$ cat src/rtl/seq_right_shift.sv
// Multi-cycle right shifter: rotate/logical/arithmetic/fill right shift, one
// binary stage (1,2,4,...) per clock behind a start/busy/done handshake.
module seq_right_shift #(
  parameter int N = 16,
  parameter int C = 4
) (
  input  logic         clk,
  input  logic         rst_n,
  input  logic         start,
  input  logic [N-1:0] In,
  input  logic [C-1:0] Cnt,
  input  logic [1:0]   Op,
  input  logic         Fill,
  output logic         busy,
  output logic         done,
  output logic [N-1:0] Out
);

  localparam logic [1:0] S_IDLE = 2'd0;
  localparam logic [1:0] S_STG  = 2'd1;
  localparam logic [1:0] S_DONE = 2'd2;

  logic [1:0]   state_q, state_d;
  logic [C-1:0] stg_q, stg_d;
  logic [C-1:0] cnt_q, cnt_d;
  logic [1:0]   op_q, op_d;
  logic         fill_q, fill_d;
  logic [N-1:0] work_q, work_d;
  logic [N-1:0] out_q, out_d;

  logic                stage_en;
  logic [N-1:0]        shifted;
  logic                accept;
  logic                fillbit;
  logic [C-1:0][N-1:0] stage_res;

  // One fixed-distance candidate per stage; only the active stage's is used.
  for (genvar k = 0; k < C; k++) begin : g_stage
    localparam int SH = 1 << k;
    assign stage_res[k] = (op_q == 2'b00) ? {work_q[SH-1:0], work_q[N-1:SH]}
                                          : {{SH{fill_q}}, work_q[N-1:SH]};
  end

  assign stage_en = cnt_q[stg_q];
  assign shifted  = stage_en ? stage_res[stg_q] : work_q;
  assign accept   = start && (state_q != S_STG);

  always_comb begin
    case (Op)
      2'b10:   fillbit = In[N-1];
      2'b11:   fillbit = Fill;
      default: fillbit = 1'b0;
    endcase
  end

  always_comb begin
    state_d = state_q;
    stg_d   = stg_q;
    cnt_d   = cnt_q;
    op_d    = op_q;
    fill_d  = fill_q;
    work_d  = work_q;
    out_d   = out_q;
    case (state_q)
      S_STG: begin
        work_d = shifted;
        if (stg_q == C'(C-1)) begin
          state_d = S_DONE;
          stg_d   = '0;
          out_d   = shifted;
        end else begin
          stg_d = stg_q + 1'b1;
        end
      end
      default: begin
        // IDLE and DONE both accept a new request
        if (accept) begin
          state_d = S_STG;
          stg_d   = '0;
          work_d  = In;
          cnt_d   = Cnt;
          op_d    = Op;
          fill_d  = fillbit;
        end else begin
          state_d = S_IDLE;
        end
      end
    endcase
  end

  always_ff @(posedge clk or negedge rst_n) begin
    if (!rst_n) begin
      state_q <= S_IDLE;
      stg_q   <= '0;
      cnt_q   <= '0;
      op_q    <= '0;
      fill_q  <= 1'b0;
      work_q  <= '0;
      out_q   <= '0;
    end else begin
      state_q <= state_d;
      stg_q   <= stg_d;
      cnt_q   <= cnt_d;
      op_q    <= op_d;
      fill_q  <= fill_d;
      work_q  <= work_d;
      out_q   <= out_d;
    end
  end

  assign busy = (state_q == S_STG);
  assign done = (state_q == S_DONE);
  assign Out  = out_q;

endmodule

$ cat config.mk
export PLATFORM = sky130hd
export DESIGN_NAME = seq_right_shift
export DESIGN_NICKNAME = d
export VERILOG_FILES = /design/src/rtl/seq_right_shift.sv
export SDC_FILE = /design/constraint.sdc
export NUM_CORES = 1
export LEC_CHECK = 0
export CAP_MARGIN = 20
export CORE_ASPECT_RATIO = 0.5
export CORE_MARGIN = 4
export CORE_UTILIZATION = 25
export CTS_BUF_LIST = sky130_fd_sc_hd__clkbuf_8
export CTS_CLUSTER_SIZE = 25
export DETAILED_ROUTE_END_ITERATION = 8
export PLACE_DENSITY = 0.4
export SETUP_SLACK_MARGIN = 0.15
export SYNTH_ARGS = -nofsm -noshare
export SYNTH_HDL_FRONTEND = slang
export SYNTH_SLANG_ARGS = --single-unit
$ cat constraint.sdc
create_clock -name clk -period 2.5 [get_ports clk]
set_clock_uncertainty 0.2 [all_clocks]
set_input_delay 0.375 -clock clk [delete_from_list [all_inputs] [get_ports clk]]
set_output_delay 0.375 -clock clk [all_outputs]
set_load 0.005 [all_outputs]
==> results of run 1 <==
-- cell type report --
cell class | instances | share of cell area
clock buffers | 6 | 0.02513
clock inverters | 1 | 0.001142
inverters | 7 | 0.007997
multi-input cells | 184 | 0.4082
flip-flops and latches | 45 | 0.3427
well taps | 140 | 0.05331
repair buffers | 55 | 0.1615
-- per-stage QoR --
stage	cell area, um^2	instances
2_1_floorplan	2615	257
3_3_place_gp	3189	430
3_5_place_dp	3189	430
4_1_cts	3286	438
5_1_grt	3286	438
6_report	3286	438
-- critical path: stages (launching register included) --
cell	delay, ns
dfrtp_1	0.38
nand2b_1	0.31
clkinv_1	0.12
clkdlybuf4s50_1	0.50
-- how the worst max path moves through the flow --
stage / from / to / cells after the start / slack, ns
finish: state_q[1] / busy / 3 / 0.31
global route: state_q[1] / busy / 3 / 0.23
CTS: state_q[1] / busy / 3 / 0.29
detailed placement: stg_q[0] / work_q[12] / 5 / 0.44
global placement: stg_q[0] / Out[8] / 4 / 0.46
floorplan: stg_q[0] / work_q[3] / 6 / 0.64
-- routing by layer --
metal	vias up	track usage
li1	1034	-
met1	1068	0.1738
met2	39	0.1916
met3	8	0.02960
met4	0	0.02933
met5	-	0
-- sequential cells by signal, summed over array words and instances, names as in the netlist --
name,count
cnt_q,4
op_q,2
Out,16
work_q,16
stg_q,4
fill_q,1
state_q,2
-- logic make-up (layout without fill, tap and decap cells) --
family          count (synthesis)  in the layout  share of synthesized area
simple gates                   76             76                     0.1383
compound gates                 71             71                     0.1761
flops                          45             45                     0.4306
mux                            36             36                     0.1938
buf+inv                        28             69                    0.05645
fa+ha+maj                       1              1                   0.004784
-- cell usage in the layout (no fill, tap or decap), types with 2 or more instances in the layout --
cell type	count
nor2_1	16
nand2_1	27
a221oi_1	2
inv_1	7
a211o_1	3
or3_1	2
o311ai_0	4
dfrtp_1	45
nand2b_1	2
mux2i_1	18
o211ai_1	5
o21ai_1	3
clkbuf_8	6
a211oi_1	10
mux2_2	8
or3b_2	2
nor3_1	2
mux4_1	3
a21oi_1	11
clkdlybuf4s50_1	42
nand4_1	2
mux4_2	6
a31oi_1	7
buf_4	10
nor2b_1	11
o21ai_0	19
nand3_1	10
-- power groups by stage --
stage / clock network [uW] / logic, uW / registers [uW]
finish: 477 / 2700 / 1490
global route: 532 / 3000 / 1550
CTS: 495 / 2740 / 1490
detailed placement: 0 / 2730 / 1510
global placement: 0 / 2700 / 1500
floorplan: 0 / 1980 / 1340
==> results.json, run 1 <==
{
  "status": "finished clean",
  "whs_ns": 0.2828,
  "p_int_uw": 2640,
  "period_needed_ns": 2.195,
  "ctsLongestPathBuffers": 2,
  "fin_util": 0.3217,
  "routed_via_density": 4.906,
  "critPathRequiredTime_ns": 1.92,
  "diodes": 0,
  "grt_remaining_overflow": 0,
  "r2r_cells": 5,
  "multi_input_area_mm2": 0.001341,
  "r2r_slack_ns": 0.42,
  "cts_max_level": 2,
  "power_uw": 4665,
  "grt_antenna_before_repair": 0,
  "n_fill_cell": 1087,
  "post-cts-setup-buffer-count": 0,
  "synth_top_area_frac": 0.4306,
  "ir_worst_vdd_uv": 497.8,
  "cts_buffers": 5,
  "avgSynthCellArea_um2": 10.18,
  "relSlewSlack": 0.5922,
  "rr_startpoint": "stg_q[1]",
  "initial_core_util": 0.2560,
  "whs_endpoint": "Out[5]",
  "wl_per_cell_um": 16.64,
  "maxSlewViolCount": 0,
  "r2r_end": "work_q[10]",
  "routed-wl-met2_mm": 3.226,
  "tns_ns": 0,
  "netlist_instances": 257,
  "worstSetupEndpointType": "output port",
  "cts_tree": "yes",
  "wl_mm": 7.290,
  "synth.ff_latch_count": 45,
  "p_leak_uw": 0.001306,
  "cp_max_fo": 8,
  "die_h_um": 80.32,
  "yosys-top-cells-area": "dfrtp_1 (43%), mux2i_1 (6.9%), mux4_2 (5.2%), nand2_1 (3.9%), o21ai_0 (3.6%)",
  "io_buffers": 43,
  "synth.top_cells.by_count": "dfrtp_1 (45), nand2_1 (27), o21ai_0 (19)",
  "wl_met1_mm": 3.726,
  "async_flop_share": 1.000,
  "max_freq_ghz": 0.4557,
  "yosysTopAreaCell": "dfrtp_1",
  "synth_edf_count": 0,
  "yosysUniqueCellTypes": 42,
  "cts_hold_buf": 1,
  "setup_viol": 0,
  "ys.flop_type": "dfrtp_1",
  "track_usage": 0.1234,
  "min_path_cells": 2,
  "place.gp.congestion": 0.8013,
  "rsz0062_at_grt": "false",
  "syn_to_final_growth_pct": 25.65,
  "hold_path_startpoint": "Out[5]",
  "swShare": 0.4342,
  "fin_ws_ns": 0.3055,
  "grt_first_pass_wirelength_mm": 11.96,
  "clk_pin_slew_ns": 0.09,
  "dieWidth_um": 152.6,
  "cts_sinks": 45,
  "period_share": 0.8778,
  "syn-num-nets": 284,
  "power_frac_comb": 0.578,
  "dieArea_mm2": 0.01226,
  "core_area_mm2": 0.01021,
  "seqPwrFrac": 0.320,
  "syn_area_mm2": 0.002615,
  "arrival_ns": 1.62,
  "path_class": "reg -> out",
  "highest_layer": "met4",
  "synth_most_common_cell": "dfrtp_1",
  "drive_gt1_frac": 0.1174,
  "p_sw_uw": 2025,
  "hold_violations": 0,
  "p_clk_frac": 0.102,
  "ant_nets": 0,
  "dpl_worst_slack_ns": 0.4365,
  "rows": 26,
  "grt_pass1_vias": 2170,
  "clk_latency_ns": 0.31,
  "drt-pass1-iter-count": 4,
  "startpoint_type": "flop",
  "vias": 2149,
  "ioPinCount": 44,
  "layout.area.seq_mm2": 0.001126,
  "drtIter0Drc": 109,
  "wl_met3_um": 252,
  "finalNetCount": 325,
  "cts_root_buf": "clkbuf_8",
  "max_cap_violations": 0,
  "post_cts_resized": 0,
  "yosys_warnings": 0,
  "yosysSeqAreaShare": 0.4306,
  "p_per_area_mw_per_mm2": 1420,
  "drc": 0,
  "grt_max_degree": 46,
  "hpwl_mm": 5.318,
  "tightestPinTransition_ns": 0.6117,
  "hp-class": "reg -> reg"
}
Power figures use the tool's default switching activity.
==> inputs of run 2 (changes only) <==
GPL_ROUTABILITY_DRIVEN = 0   (was default)
==> results of run 2 <==
Final layout, timing and power as in run 1 (identical DEF).
